--- config.mk ---
export PLATFORM = sky130hd
export DESIGN_NAME = mig_eval_seq
export DESIGN_NICKNAME = d
export VERILOG_FILES = /design/src/rtl/mig_pkg.sv /design/src/rtl/mig_operand_mux.sv /design/src/rtl/mig_eval_seq.sv
export SDC_FILE = /design/constraint.sdc
export NUM_CORES = 1
export LEC_CHECK = 0
export CAP_MARGIN = 20
export CORE_ASPECT_RATIO = 0.8
export CORE_MARGIN = 1.5
export CORE_UTILIZATION = 50
export DETAILED_ROUTE_END_ITERATION = 16
export PLACE_DENSITY = 0.69
export SLEW_MARGIN = 20
export SYNTH_ARGS = -nofsm -noshare
export SYNTH_HDL_FRONTEND = slang
export SYNTH_SLANG_ARGS = --single-unit
--- constraint.sdc ---
create_clock -name clk -period 4.2 [get_ports clk]
set_input_delay 0.63 -clock clk [delete_from_list [all_inputs] [get_ports clk]]
set_output_delay 0.63 -clock clk [all_outputs]
set_load 0.01 [all_outputs]
--- src/rtl/mig_pkg.sv ---
// Shared types, sizes and helpers for the sequential MIG evaluator.
// Pure declarations, no latency.
// No flow control.
package mig_pkg;

    localparam int NUM_IN    = 7;
    localparam int MAX_NODES = 16;
    localparam int SEL_W     = $clog2(1 + NUM_IN + MAX_NODES);
    localparam int IDX_W     = $clog2(MAX_NODES);
    localparam int CNT_W     = $clog2(MAX_NODES + 1);
    localparam int WORD_W    = 3 * (SEL_W + 1);

    localparam logic [SEL_W-1:0] SEL_CONST0 = '0;

    typedef struct packed {
        logic             inv;
        logic [SEL_W-1:0] sel;
    } operand_t;

    // Operand a sits in the MSBs of the program word.
    typedef struct packed {
        operand_t a;
        operand_t b;
        operand_t c;
    } node_word_t;

    typedef enum logic [1:0] {
        IDLE = 2'd0,
        EVAL = 2'd1,
        DONE = 2'd2
    } state_t;

    function automatic logic maj3(input logic a, input logic b, input logic c);
        return (a & b) | (a & c) | (b & c);
    endfunction

    // Node counts above the program depth saturate at the depth.
    function automatic logic [CNT_W-1:0] clamp_count(input logic [CNT_W-1:0] n);
        return (n > CNT_W'(MAX_NODES)) ? CNT_W'(MAX_NODES) : n;
    endfunction

endpackage

--- src/rtl/mig_operand_mux.sv ---
// Decodes one operand selector into a value: constant 0, latched input, or earlier node.
// Combinational, zero latency.
// No flow control; rng_err flags forward/self references and out-of-range selectors.
module mig_operand_mux
    import mig_pkg::*;
(
    input  operand_t               op,
    input  logic [NUM_IN-1:0]      x_lat,
    input  logic [MAX_NODES-1:0]   nodes,
    input  logic [IDX_W-1:0]       idx,
    output logic                   val,
    output logic                   rng_err
);

    logic raw;

    // Selector decode; anything not matched below is a range error and reads 0.
    always_comb begin
        raw     = 1'b0;
        rng_err = 1'b1;
        if (op.sel == SEL_CONST0) begin
            rng_err = 1'b0;
        end
        for (int i = 0; i < NUM_IN; i++) begin
            if (op.sel == SEL_W'(i + 1)) begin
                raw     = x_lat[i];
                rng_err = 1'b0;
            end
        end
        for (int k = 0; k < MAX_NODES; k++) begin
            if ((op.sel == SEL_W'(NUM_IN + 1 + k)) && (k < int'(idx))) begin
                raw     = nodes[k];
                rng_err = 1'b0;
            end
        end
        val = rng_err ? 1'b0 : (raw ^ op.inv);
    end

endmodule

--- src/rtl/mig_eval_seq.sv ---
// Programmable majority-inverter-graph evaluator, one node per clock (optional node_vals port: MIG_NODE_VEC_EN).
// Latency: result valid count+1 cycles after acceptance (1 cycle when count is 0).
// Backpressure: result held in DONE until out_ready; in_ready only in IDLE, writes ignored outside IDLE.
module mig_eval_seq
    import mig_pkg::*;
(
    input  logic                   clk,
    input  logic                   rst_n,
`ifdef MIG_NODE_VEC_EN
    output logic [MAX_NODES-1:0]   node_vals,
`endif
    input  logic                   prog_we,
    input  logic [IDX_W-1:0]       prog_addr,
    input  logic [WORD_W-1:0]      prog_data,
    input  logic                   cfg_we,
    input  logic [CNT_W-1:0]       cfg_nodes,
    input  logic                   cfg_out_inv,
    input  logic                   in_valid,
    output logic                   in_ready,
    input  logic [NUM_IN-1:0]      x,
    output logic                   out_valid,
    input  logic                   out_ready,
    output logic                   out,
    output logic                   err
);

    state_t                 state, state_nxt;
    logic [IDX_W-1:0]       idx;
    logic [CNT_W-1:0]       count;
    logic                   out_inv;
    logic [NUM_IN-1:0]      x_lat;
    logic [MAX_NODES-1:0]   nodes;
    node_word_t             prog_mem [MAX_NODES];
    node_word_t             cur_word;
    logic                   va, vb, vc, ea, eb, ec;
    logic                   node_val, last, accept;
    logic [CNT_W-1:0]       count_eff;
    logic                   inv_eff;

    assign cur_word  = prog_mem[idx];
    assign node_val  = maj3(va, vb, vc);
    assign last      = (CNT_W'(idx) == (count - CNT_W'(1)));
    // A config write in the accepting cycle already governs that job.
    assign count_eff = cfg_we ? clamp_count(cfg_nodes) : count;
    assign inv_eff   = cfg_we ? cfg_out_inv : out_inv;

`ifdef MIG_NODE_VEC_EN
    assign node_vals = nodes;
`endif

    mig_operand_mux u_mux_a (.op(cur_word.a), .x_lat(x_lat), .nodes(nodes), .idx(idx), .val(va), .rng_err(ea));
    mig_operand_mux u_mux_b (.op(cur_word.b), .x_lat(x_lat), .nodes(nodes), .idx(idx), .val(vb), .rng_err(eb));
    mig_operand_mux u_mux_c (.op(cur_word.c), .x_lat(x_lat), .nodes(nodes), .idx(idx), .val(vc), .rng_err(ec));

    // Next-state and handshake outputs.
    always_comb begin
        state_nxt = state;
        in_ready  = 1'b0;
        out_valid = 1'b0;
        accept    = 1'b0;
        case (state)
            IDLE: begin
                in_ready = 1'b1;
                if (in_valid) begin
                    accept    = 1'b1;
                    state_nxt = (count_eff == '0) ? DONE : EVAL;
                end
            end
            EVAL: begin
                if (last) state_nxt = DONE;
            end
            DONE: begin
                out_valid = 1'b1;
                if (out_ready) state_nxt = IDLE;
            end
            default: state_nxt = IDLE;
        endcase
    end

    // State register.
    always_ff @(posedge clk) begin
        if (!rst_n) state <= IDLE;
        else        state <= state_nxt;
    end

    // Program/config storage, input latch and node evaluation.
    always_ff @(posedge clk) begin
        if (!rst_n) begin
            for (int i = 0; i < MAX_NODES; i++) prog_mem[i] <= '0;
            idx     <= '0;
            count   <= '0;
            out_inv <= 1'b0;
            x_lat   <= '0;
            nodes   <= '0;
            out     <= 1'b0;
            err     <= 1'b0;
        end else begin
            if (state == IDLE) begin
                if (prog_we) prog_mem[prog_addr] <= node_word_t'(prog_data);
                if (cfg_we) begin
                    count   <= clamp_count(cfg_nodes);
                    out_inv <= cfg_out_inv;
                end
                if (accept) begin
                    x_lat <= x;
                    idx   <= '0;
                    nodes <= '0;
                    if (count_eff == '0) out <= inv_eff;
                end
            end
            if (state == EVAL) begin
                nodes[idx] <= node_val;
                if (ea | eb | ec) err <= 1'b1;
                if (last) out <= node_val ^ out_inv;
                else      idx <= idx + IDX_W'(1);
            end
        end
    end

endmodule

==> flow_metrics.py, run 1 <==
metrics = {
    "global_route": {
        "grt_pass1_vias": 12000,
        "antenna_found_initial": 0,
        "gr-usage-all-layers": 0.298,
        "grt_pass1_wl_mm": 77.5,
        "gr-total-overflow": 0,
        "grt_max_degree": 39,
    },
    "setup_path": {
        "crit_start": "idx[0]$_SDFF_PN0_",
        "startpoint_type": "flip-flop",
        "rrSetupSlack_ps": 150,
        "rr_worst_depth": 13,
        "worstPathArrival_ps": 4500,
        "worst_setup_path_end_kind": "flip-flop",
        "r2r_start": "idx[0]$_SDFF_PN0_",
        "timing.rr.end": "nodes[8]$_SDFF_PN0_",
        "cp.required_ps": 4650,
        "cp_max_fo": 15,
        "critPathKind": "flip-flop to flip-flop",
    },
    "detailed_routing": {
        "dr_total_vias": 12300,
        "drc_errors": 0,
        "ant_nets": 0,
        "drt_first_pass_iters": 5,
        "via_per_inst": 6.11,
        "drt-total-wl_mm": 52.0,
        "drtIter0Drc": 1255,
        "routedWlPerCell_um": 25.8,
    },
    "power": {
        "leakagePower_nw": 7.19,
        "sw_frac_of_total": 0.251,
        "p_per_area_nw_per_um2": 378,
        "clkPwrFrac": 0.389,
        "total_power_w": 0.00763,
        "internal_power_w": 0.00572,
        "p_comb_frac": 0.126,
        "p_sw_w": 0.00191,
        "power_frac_seq": 0.484,
        "ir_worst_vdd_mv": 0.371,
    },
    "placement": {
        "io_buffer_count": 44,
        "dp_hpwl_mm": 37.0,
        "dp_cells": 1946,
        "placed_area_um2": 19000,
        "gp_congestion": 1.01,
    },
    "cts": {
        "cts-root-buf": "clkbuf_16",
        "clk_pin_slew_ps": 60,
        "htreeDepth": 2,
        "ctsHoldBuffers": 0,
        "clock_sinks": 324,
        "clk_latency_ps": 550,
        "cts_buffer_depth": 3,
        "numCtsBuffers": 34,
        "cts_tree": "done",
    },
    "yosys": {
        "synth_cell_type_count": 90,
        "ys_async_sr_fraction": 0,
        "ys_ff_latch": 324,
        "synth_fp_nets": 1456,
        "syn_area_um2": 17300,
        "postSynthCellCount": 1410,
        "synth_warnings": 0,
        "synthFlopType": "edfxtp_1",
        "avgSynthCellArea_um2": 12.3,
        "seq_area_frac_synth": 0.542,
        "synth-edff-count": 288,
    },
    "die": {
        "core_area_um2": 33900,
        "start_util": 0.510,
        "io_pins": 45,
        "die_w_um": 211,
        "die_h_um": 169,
        "rows": 60,
        "die-area_um2": 35700,
    },
    "worst_hold_path": {
        "hold_end": "nodes[12]$_SDFF_PN0_",
        "min_from": "nodes[12]$_SDFF_PN0_",
        "min_path_cells": 2,
        "min_path_type": "flip-flop to flip-flop",
    },
    "cells_and_area": {
        "mostFrequentLayoutCell": "and2_1",
        "stdcell_count": 2018,
        "fin_area_um2": 20200,
        "drive_gt1_frac": 0.206,
        "insertedDiodeCount": 0,
        "nets": 1575,
        "utilization": 0.597,
        "final_cell_mix": "and2_1, edfxtp_1, buf_4",
        "areaGrowthSynthToFinish_pct": 16.9,
    },
    "sta": {
        "setup_viol": 0,
        "fmax_mhz": 247,
        "relSlewSlack": 0.466,
        "fin_crit_sh": 0.964,
        "tightest_slew_ps": 798,
        "period_needed_ps": 4050,
        "finClkSkew_ps": 26.0,
        "hold_viol": 0,
        "setup_tns_ps": 0,
        "drv_slew": 0,
    },
    "job": {
        "cap_violations": 0,
    },
    "run_status": {
        "status": "finished, final reports clean",
    },
}
cell families after synthesis:
| family | Yosys count | synth area share |
|---|---|---|
| simple gates | 605 | 0.198 |
| flops | 324 | 0.542 |
| compound gates | 227 | 0.0935 |
| mux | 128 | 0.128 |
| buf+inv | 116 | 0.0324 |
| xor+xnor | 5 | 0.00253 |
| fa+ha+maj | 5 | 0.00362 |
state kept, by name, summed over array words and instances (netlist names):
name,flops
out_inv,1
x_lat,7
prog_mem,288
err,1
out,1
state,2
idx,4
count,5
nodes,15
critical path, stage by stage (launching register included):
cell and delay, ps:
dfxtp_4 500, buf_12 220, mux4_2 590, a221oi_4 450, o211ai_1 290, buf_4 210
o32a_1 320, a21oi_1 190, nor4_1 70, or3b_1 440, a31oi_2 230, o21ai_2 90
buf_12 180, o21ai_1 160
cell usage after synthesis (35+ instances only):
cell type,count,share of area
nand3_1,58,0.017
nor3_1,35,0.010
o21ai_0,42,0.012
nor2_1,58,0.013
and2_1,299,0.11
edfxtp_1,288,0.50
dfxtp_1,36,0.042
mux2i_1,38,0.022
clkbuf_1,63,0.014
mux4_2,69,0.090
nand2_1,67,0.015
a21oi_1,37,0.011
stage by stage:
step | hold WS, ps | setup WS (ps)
2_1_floorplan | 434 | 275
3_3_place_gp | 448 | 74.5
3_5_place_dp | 465 | 73.9
4_1_cts | 474 | 27.6
5_1_grt | 497 | -14.8
6_report | 476 | 150
metal layers:
| layer | vias up | global-route usage | share of wire |
|---|---|---|---|
| met3 | 81 | 0.0727 | 0.097 |
| met5 | - | 0 | 0 |
| met4 | 0 | 0.0826 | 0.024 |
| met1 | 6130 | 0.434 | 0.44 |
| met2 | 594 | 0.447 | 0.44 |
| li1 | 5519 | - | - |
power groups by stage:
stage	Clock, W	Sequential [W]	Combinational (W)
floorplan	0	0.00373	0.000565
global placement	0	0.00376	0.000924
detailed placement	0	0.00376	0.000931
CTS	0.00301	0.00370	0.000936
global route	0.00312	0.00370	0.00103
finish	0.00297	0.00369	0.000965
worst max path at each step:
stage / to / slack, ps
3_3_place_gp: out$_SDFF_PN0_ / 70
5_1_grt: nodes[8]$_SDFF_PN0_ / -10
3_5_place_dp: nodes[8]$_SDFF_PN0_ / 70
4_1_cts: nodes[8]$_SDFF_PN0_ / 30
6_report: nodes[8]$_SDFF_PN0_ / 150
2_1_floorplan: nodes[0]$_SDFF_PN0_ / 280
area by class of cell:
cell class                 instances  area (um^2)
clock buffer                      42          881
clock inverter                    18          200
fill                            2728        13700
inverter                          17         66.3
multi-input combinational        970         7480
sequential                       324         9380
tap                              465          582
timing repair buffer             182         1620
what timing repair did:
action,in CTS,in global routing
endpoints found under the setup margin,0,16
resized for setup,0,14
buffers inserted,0,12
Power figures use the tool's default switching activity.
==> run 2, diff against run 1 <==
--- a/config.mk
+++ b/config.mk
@@ -10,6 +10,7 @@
 export CORE_MARGIN = 1.5
 export CORE_UTILIZATION = 50
 export DETAILED_ROUTE_END_ITERATION = 16
+export GPL_ROUTABILITY_DRIVEN = 0
 export PLACE_DENSITY = 0.69
 export SLEW_MARGIN = 20
 export SYNTH_ARGS = -nofsm -noshare
==> run 2 against run 1 <==
Compared with the run above: core utilization is 0.71 points lower; count of clock-buffer cells in the layout stayed put; global-route usage down 1.4 points; first-iteration DRC count grew 19%; critical path type unchanged.
==> flow_metrics.py, run 2 (synthesized netlist as in run 1, its figures left out) <==
metrics = {
    "cts": {
        "clk_latency_ps": 540,
        "cts_tree": "done",
        "ctsHoldBuffers": 0,
        "cts_buffer_depth": 3,
        "clk_pin_slew_ps": 60,
        "cts-root-buf": "clkbuf_16",
        "numCtsBuffers": 35,
        "htreeDepth": 2,
        "clock_sinks": 324,
    },
    "setup_path": {
        "rr_worst_depth": 16,
        "critPathKind": "flip-flop to flip-flop",
        "cp.required_ps": 4610,
        "rrSetupSlack_ps": 120,
        "startpoint_type": "flip-flop",
        "crit_start": "idx[1]$_SDFF_PN0_",
        "r2r_start": "idx[1]$_SDFF_PN0_",
        "worst_setup_path_end_kind": "flip-flop",
        "cp_max_fo": 20,
        "timing.rr.end": "nodes[12]$_SDFF_PN0_",
        "worstPathArrival_ps": 4490,
    },
    "die": {
        "start_util": 0.510,
        "die_w_um": 211,
        "core_area_um2": 33900,
        "die-area_um2": 35700,
        "die_h_um": 169,
        "io_pins": 45,
        "rows": 60,
    },
    "global_route": {
        "gr-usage-all-layers": 0.284,
        "antenna_found_initial": 1,
        "grt_pass1_vias": 11700,
        "grt_max_degree": 48,
        "gr-total-overflow": 0,
        "grt_pass1_wl_mm": 74.6,
    },
    "cells_and_area": {
        "utilization": 0.590,
        "top_register": "prog_mem",
        "insertedDiodeCount": 0,
        "areaGrowthSynthToFinish_pct": 15.5,
        "nets": 1540,
        "top_regs": "prog_mem: 288 flops, nodes: 15 flops, x_lat: 7 flops",
        "stdcell_count": 1982,
        "final_cell_mix": "and2_1, edfxtp_1, buf_4",
        "mostFrequentLayoutCell": "and2_1",
        "largest_register_ffs": 288,
        "drive_gt1_frac": 0.190,
    },
    "placement": {
        "io_buffer_count": 44,
        "dp_hpwl_mm": 34.2,
        "dp_cells": 1919,
    },
    "sta": {
        "finClkSkew_ps": 17.8,
        "tightest_slew_ps": 747,
        "relSlewSlack": 0.501,
        "fin_crit_sh": 0.972,
        "setup_viol": 0,
        "setup_tns_ps": 0,
        "whs_ps": 480,
        "hold_viol": 0,
        "drv_slew": 0,
        "rsz0062_at_grt": "false",
        "fmax_mhz": 245,
        "period_needed_ps": 4080,
    },
    "worst_hold_path": {
        "min_path_type": "flip-flop to flip-flop",
        "hold_end": "nodes[12]$_SDFF_PN0_",
        "min_from": "nodes[12]$_SDFF_PN0_",
        "min_path_cells": 2,
    },
    "detailed_routing": {
        "ant_nets": 0,
        "routedWlPerCell_um": 25.1,
        "drtIter0Drc": 1488,
        "drt-total-wl_mm": 49.7,
        "drc_errors": 0,
        "dr_total_vias": 12400,
        "via_per_inst": 6.25,
        "drt_first_pass_iters": 5,
    },
    "power": {
        "p_per_area_nw_per_um2": 387,
        "ir_worst_vdd_mv": 0.251,
        "leakagePower_nw": 7.03,
        "total_power_w": 0.00773,
    },
    "job": {
        "cap_violations": 0,
    },
    "run_status": {
        "status": "finished, final reports clean",
    },
}
==> run 2: cell types whose count changed in the layout (fill, tap and decap cells not counted), moves of 3 or more <==
cell,delta
clkinvlp_4,+3
clkinv_1,-5
buf_12,-3
buf_4,-33
==> run 2: what timing repair did <==
action,4_1_cts,5_1_grt
resized for setup,0,11
buffers inserted,0,3
endpoints found under the setup margin,0,16
==> run 2: worst max-delay path by stage <==
stage               slack, ps  depth (start not counted)              endpoint
floorplan                 280                         19   nodes[0]$_SDFF_PN0_
global placement          170                         15   nodes[8]$_SDFF_PN0_
detailed placement        120                         15  nodes[12]$_SDFF_PN0_
CTS                       120                         15   nodes[8]$_SDFF_PN0_
global route                5                         14  nodes[12]$_SDFF_PN0_
finish                    120                         16  nodes[12]$_SDFF_PN0_
==> run 2: final cells by class <==
type	instances	area [um^2]
Multi-Input combinational cell	970	7460
Clock buffer	42	923
Inverter	17	68.8
Fill cell	2698	13900
Timing Repair Buffer	146	1330
Sequential cell	324	9380
Clock inverter	18	221
Tap cell	465	582
==> run 2: per-layer routing <==
metal | wire, um | global-route usage | part of all wire
met4 | 1540 | 0.100 | 0.031
met1 | 20900 | 0.416 | 0.42
met3 | 5580 | 0.0685 | 0.11
met2 | 21600 | 0.413 | 0.44
met5 | 0 | 0 | 0
==> run 2: critical path: stages (launching register included) <==
cell	delay, ps
dfxtp_4	390
buf_12	190
buf_4	250
mux4_2	580
mux2i_4	240
mux2i_4	180
buf_4	210
mux2i_1	120
a21oi_1	300
o32ai_1	150
a221oi_1	270
a21oi_1	120
o21ai_1	310
a31oi_2	180
o21ai_2	190
buf_12	170
o21ai_1	80
==> run 2: through the flow <==
step | worst slack (ps) | area [um^2]
finish | 118 | 20000
global route | 5.14 | 20000
CTS | 123 | 19900
detailed placement | 120 | 18700
global placement | 169 | 18700
floorplan | 275 | 17300
==> run 2: where the power goes <==
part	total, W	switching [W]	internal, W
sequential	0.00369	0.0000618	0.00363
clock	0.00312	0.00129	0.00183
combinational	0.000930	0.000558	0.000372
==> run 3, diff against run 2 <==
--- a/config.mk
+++ b/config.mk
@@ -11,7 +11,9 @@
 export CORE_UTILIZATION = 50
 export DETAILED_ROUTE_END_ITERATION = 16
 export GPL_ROUTABILITY_DRIVEN = 0
-export PLACE_DENSITY = 0.69
+export PLACE_DENSITY = 0.67
+export RECOVER_POWER = 100
+export SETUP_SLACK_MARGIN = 0.4
 export SLEW_MARGIN = 20
 export SYNTH_ARGS = -nofsm -noshare
 export SYNTH_HDL_FRONTEND = slang
==> constraint.sdc (replaced) <==
create_clock -name clk -period 3.8 [get_ports clk]
set_input_delay 0.57 -clock clk [delete_from_list [all_inputs] [get_ports clk]]
set_output_delay 0.57 -clock clk [all_outputs]
set_load 0.01 [all_outputs]
==> run 3 against run 2 <==
Compared with the run above: the run now ends with max-capacitance violations, max-slew violations, negative setup slack left; final cell count up 6.3%; first-iteration DRC count up 8.8%; core utilization up 4.1 points; critical path depth up 2; clock skew up 1.9 ps; worst setup slack worse by 170 ps; non-clock buffer count up 121; register-to-register slack worse by 170 ps; fmax up 6.0%; total power up 13%; sequential share of layout area down 3.1 points; sequential power up 11%; critical endpoint is now nodes[2]$_SDFF_PN0_; largest cell class unchanged; highest routed layer unchanged.
==> flow_metrics.py, run 3 (synthesized netlist as in run 1, its figures left out) <==
metrics = {
    "run_status": {
        "status": "finished, violations left",
        "violations": "max-capacitance violations, max-slew violations, negative setup slack",
    },
    "die": {
        "die_w_um": 211,
        "die-area_um2": 35700,
        "io_pins": 45,
        "start_util": 0.510,
        "die_h_um": 169,
        "core_area_um2": 33900,
        "rows": 60,
    },
    "setup_path": {
        "cp.required_ps": 4220,
        "startpoint_type": "flip-flop",
        "critPathKind": "flip-flop to flip-flop",
        "worst_setup_path_end_kind": "flip-flop",
        "rrSetupSlack_ps": -50,
        "worstPathArrival_ps": 4270,
        "cp_max_fo": 8,
    },
    "detailed_routing": {
        "drc_errors": 0,
        "drt_first_pass_iters": 7,
        "ant_nets": 0,
        "dr_total_vias": 12900,
        "drt-total-wl_mm": 52.9,
        "via_per_inst": 6.12,
        "drtIter0Drc": 1619,
        "routedWlPerCell_um": 25.1,
    },
    "sta": {
        "finClkSkew_ps": 19.7,
        "fmax_mhz": 260,
        "whs_ps": 485,
        "rsz0062_at_grt": "true",
        "relSlewSlack": -0.114,
        "setup_slack_ps": -51.8,
        "setup_viol": 16,
        "period_needed_ps": 3850,
        "tightest_slew_ps": 1670,
        "hold_viol": 0,
        "drv_slew": 95,
        "fin_crit_sh": 1.01,
    },
    "cells_and_area": {
        "largest_register_ffs": 288,
        "fin_area_um2": 21300,
        "mostFrequentLayoutCell": "edfxtp_1",
        "fill_cells": 2602,
        "nets": 1662,
        "top_register": "prog_mem",
        "insertedDiodeCount": 0,
        "utilization": 0.631,
        "areaGrowthSynthToFinish_pct": 23.5,
        "top_regs": "prog_mem: 288 flops, nodes: 15 flops, x_lat: 7 flops",
        "final_cell_mix": "edfxtp_1, and2_0, and2_1, buf_4, mux4_2",
        "drive_gt1_frac": 0.257,
    },
    "job": {
        "cap_violations": 6,
    },
    "cts": {
        "clk_pin_slew_ps": 60,
        "numCtsBuffers": 35,
        "ctsHoldBuffers": 0,
        "cts_buffer_depth": 3,
        "clk_latency_ps": 540,
        "cts-root-buf": "clkbuf_16",
        "clock_sinks": 324,
        "htreeDepth": 2,
        "cts_tree": "done",
    },
    "global_route": {
        "antenna_found_initial": 0,
        "gr-usage-all-layers": 0.301,
        "grt_pass1_wl_mm": 78.8,
        "grt_pass1_vias": 12500,
        "gr-total-overflow": 0,
        "grt_max_degree": 31,
    },
    "power": {
        "ir_worst_vdd_mv": 0.412,
        "p_per_area_nw_per_um2": 411,
        "leakagePower_nw": 7.49,
    },
    "placement": {
        "io_buffer_count": 44,
        "dp_hpwl_mm": 36.6,
        "dp_slack_ps": -124,
        "placed_area_um2": 19500,
    },
    "worst_hold_path": {
        "min_path_type": "flip-flop to flip-flop",
    },
}
[run 3: cell count changes in the layout (fill, tap and decap cells not counted), moves of 7 or more]
| cell | previous run | this run |
|---|---|---|
| and2_0 | 0 | 155 |
| and2_1 | 299 | 144 |
| buf_4 | 93 | 144 |
| clkbuf_1 | 6 | 44 |
| buf_6 | 0 | 15 |
| buf_12 | 8 | 17 |
| clkinv_2 | 1 | 8 |
[run 3: final cells by class]
type / count / area (um^2) / area share
Multi-Input combinational cell: 971 / 7840 / 0.367
Timing Repair Buffer: 267 / 2340 / 0.110
Tap cell: 465 / 582 / 0.0273
Clock inverter: 19 / 189 / 0.00885
Sequential cell: 324 / 9380 / 0.439
Clock buffer: 43 / 948 / 0.0444
Inverter: 17 / 70.1 / 0.00328
[run 3: repair_timing]
item	in CTS	in global routing
resized for setup	57	37
buffers inserted	28	8
pin swaps	40	18
endpoints found under the hold margin	0	0
endpoints found under the setup margin	17	17
gates cloned	5	1
[run 3: final timing paths]
kind,cells past startpoint,endpoint,from
max,18,nodes[2]$_SDFF_PN0_,idx[1]$_SDFF_PN0_
min,2,nodes[12]$_SDFF_PN0_,nodes[12]$_SDFF_PN0_
max reg2reg,18,nodes[2]$_SDFF_PN0_,idx[1]$_SDFF_PN0_
min reg2reg,2,nodes[12]$_SDFF_PN0_,nodes[12]$_SDFF_PN0_
[run 3: worst max-delay path, stage by stage, from the launching register on]
cell and delay (ps):
dfxtp_4 390, buf_12 130, buf_4 120, buf_12 130, mux4_2 540, mux2i_4 180, buf_12 150, mux2i_4 120
buf_4 200, nand2_1 110, nor2_4 60, a211o_1 280, a221oi_2 350, a21oi_2 120, o21ai_4 240, a31oi_4 130
o21ai_4 240, clkbuf_16 200, o21ai_2 50
[run 3: per-layer routing]
layer  global-route usage  share of wire  vias up
li1                     -              -     5700
met1                0.440           0.42     6323
met2                0.444           0.43      753
met3               0.0699           0.11      117
met4                0.103          0.035        0
met5                    0              0        -
[run 3: stage by stage]
step | TNS [ps] | total power [W] | cells
6_report | -523 | 0.00877 | 2106
5_1_grt | -2180 | 0.00903 | 2106
4_1_cts | -44.3 | 0.00877 | 2097
3_5_place_dp | -1490 | 0.00526 | 2002
3_3_place_gp | -357 | 0.00524 | 2002
2_1_floorplan | 0 | 0.00476 | 1410
[run 3: power breakdown]
part / switching, W / internal (W) / total (W) / leakage [nW]
Combinational: 0.000697 / 0.000567 / 0.00126 / 3.65
Sequential: 0.0000722 / 0.00401 / 0.00408 / 3.27
Clock: 0.00143 / 0.00199 / 0.00342 / 0.559
==> variant: new RTL, settings of run 2 <==
Change the package constant `NUM_IN` from 7 to 8.
--- a/src/rtl/mig_pkg.sv
+++ b/src/rtl/mig_pkg.sv
@@ -5,3 +5,3 @@
 
-    localparam int NUM_IN    = 7;
+    localparam int NUM_IN    = 8;
     localparam int MAX_NODES = 16;
Interface: changed (resized x); port bits go from 45 to 46. No check against the original RTL was run, so the function may have changed too.
==> variant against run 2 <==
Routed wire length increased by 9.1%. Worst setup slack better by 0.053 ns. Area after synthesis grew 3.0%. First-iteration DRC count grew 24%. Sequential share of layout area is 1.0 points lower. Final area is 2.5% higher. Sequential cell count grew 1. Power up 1.2%. Critical path type unchanged. Largest power group unchanged.
==> variant: results (changes against run 2) <==
- FILL cells: 2812 (was 2698)
- EDFF count, synth: 288 (unchanged)
- Max Clock Skew: 0.0174 ns (was 0.0178 ns)
- Dpl hpwl: 36.4 mm (was 34.2 mm)
- H-tree levels: 2 (unchanged)
- Synth top cells by count: 304 x and2_1, 288 x edfxtp_1, 73 x nand3_1, 69 x nand2_1, 58 x clkbuf_1 (was 299 x and2_1, 288 x edfxtp_1, 69 x mux4_2, 67 x nand2_1, 63 x clkbuf_1)
- R2R Setup Slk: 0.17 ns (was 0.12 ns)
- Post-layout nets: 1631 (was 1540)
- Status: completed (unchanged)
- Crit Path Max Fanout: 20 (unchanged)
- Fin. max-slew vios: 0 (unchanged)
- Wirelength, routed: 54.2 mm (was 49.7 mm)
- Root buffer cell: clkbuf_16 (unchanged)
- Gr usage total: 29.4% (was 28.4%)
- Largest net degree at the start of global routing: 44 (was 48)
- Clock slew at reported path FFs: 0.06 ns (about the same)
- Async S/R FF share, synth: 0% (unchanged)
- Clock period minus worst slack: 4.03 ns (was 4.08 ns)
- Setup WS pre-CTS: 0.147 ns (was 0.120 ns)
- Maximum VDD drop: 0.318 mV (was 0.251 mV)
- Global-route wire length before repair: 79.8 mm (was 74.6 mm)
- Synth top area cells: edfxtp_1 49%, and2_1 11%, mux4_2 5.8%, dfxtp_1 4.2%, mux2i_1 3.1% (was edfxtp_1 50%, and2_1 11%, mux4_2 9.0%, dfxtp_1 4.2%, mux2i_1 2.2%)
- Share of cells above drive strength 1: 17.4% (was 19.0%)
- Vias per inst: 6.39 (was 6.25)
- N_diodes: 0 (unchanged)
- Slew @ Worst Pin: 0.895 ns (was 0.747 ns)
- Clk_lat worst skew: 0.54 ns (about the same)
- Hold Crit Class: register to register (unchanged)
- Worst path arrival time: 4.45 ns (was 4.49 ns)
- Unique masters post-synth: 97 (was 90)
- 1st-iter DRT viols: 1839 (was 1488)
- Synth warn: 0 (unchanged)
- Buffers on Ports: 45 (was 44)
- Vias in the first global route: 12600 (was 11700)
- Ys flop type: edfxtp_1 (unchanged)
- Register area share after synthesis: 52.7% (was 54.2%)
- Mapped Nets: 1548 (was 1456)
- Lkg Pwr: 0.00726 uW (was 0.00703 uW)
- Largest regs: prog_mem x288, nodes x15, x_lat x8 (was prog_mem x288, nodes x15, x_lat x7)
- CTS Buffer Depth: 3 (unchanged)
- CTS Buf Count: 35 (unchanged)
- Initial antenna violation count: 2 (was 1)
- Pre-antenna DRT Iters: 8 (was 5)
[variant: cells by family after synthesis]
family                     count (synthesis)  share of synthesized area [%]
adders and majority gates                  6                          0.415
DFF                                      325                           52.7
buffers and inverters                    122                           3.61
xor gates and xnor gates                   7                          0.344
muxes                                    128                           11.5
AOI/OAI and AO/OA                        271                           10.8
and+or+nand+nor                          642                           20.6
[variant: routing by layer]
metal / part of all wire [%] / vias up / wire [um] / track usage [%]
met5: 0 / - / 0 / 0
met4: 3.5 / 0 / 1920 / 10.7
met3: 11 / 143 / 5880 / 6.56
met2: 44 / 803 / 24100 / 45.5
met1: 41 / 6477 / 22300 / 40.8
li1: - / 5861 / - / -
[variant: through the flow]
step,std cells,total power [uW],hold WS [ns],util (%),instance area (um^2)
2_1_floorplan,1501,4400,0.443,-,17800
3_3_place_gp,2011,4790,0.455,55.1,19200
3_5_place_dp,2011,4800,0.462,55.1,19200
4_1_cts,2072,7800,0.470,58.2,20300
5_1_grt,2080,8050,0.490,58.7,20500
6_report,2080,7820,0.465,58.7,20500
[variant: worst max-delay path, cell delays in order (launching register included)]
cell and delay [ns]:
dfxtp_4 0.45, buf_12 0.23, mux4_2 0.54, a22o_1 0.26
a221o_1 0.45, nand3_1 0.26, a21oi_1 0.09, a2111oi_1 0.45
nand4b_1 0.22, nand2_1 0.10, mux2i_1 0.09, maj3_2 0.36
xnor2_1 0.26, a21oi_1 0.11
[variant: report_power, final]
part	switching, uW	internal, uW	total [uW]	leakage (uW)
sequential	70.3	3640	3710	0.00328
clock	1290	1750	3040	0.000537
combinational	662	414	1080	0.00345
total	2020	5800	7820	0.00726
[variant: area by class of cell]
cell class / count / area, um^2 / area share, %
Clock buffer: 48 / 967 / 4.73
Clock inverter: 13 / 134 / 0.654
Inverter: 19 / 71.3 / 0.348
Multi-Input combinational cell: 1054 / 7930 / 38.7
Sequential cell: 325 / 9400 / 45.9
Tap cell: 472 / 591 / 2.89
Timing Repair Buffer: 149 / 1380 / 6.73
[variant: worst paths after layout]
kind / startpoint / to / depth (start not counted)
min: x_lat[4] / x_lat[4] / 2
max: idx[0] / out / 13
min reg2reg: x_lat[4] / x_lat[4] / 2
max reg2reg: idx[0] / out / 13
[variant: what timing repair did]
action                                  4_1_cts  5_1_grt
hold buffers                                  0        0
buffers inserted                              0        8
resized for setup                             0       20
endpoints found under the setup margin        0       16
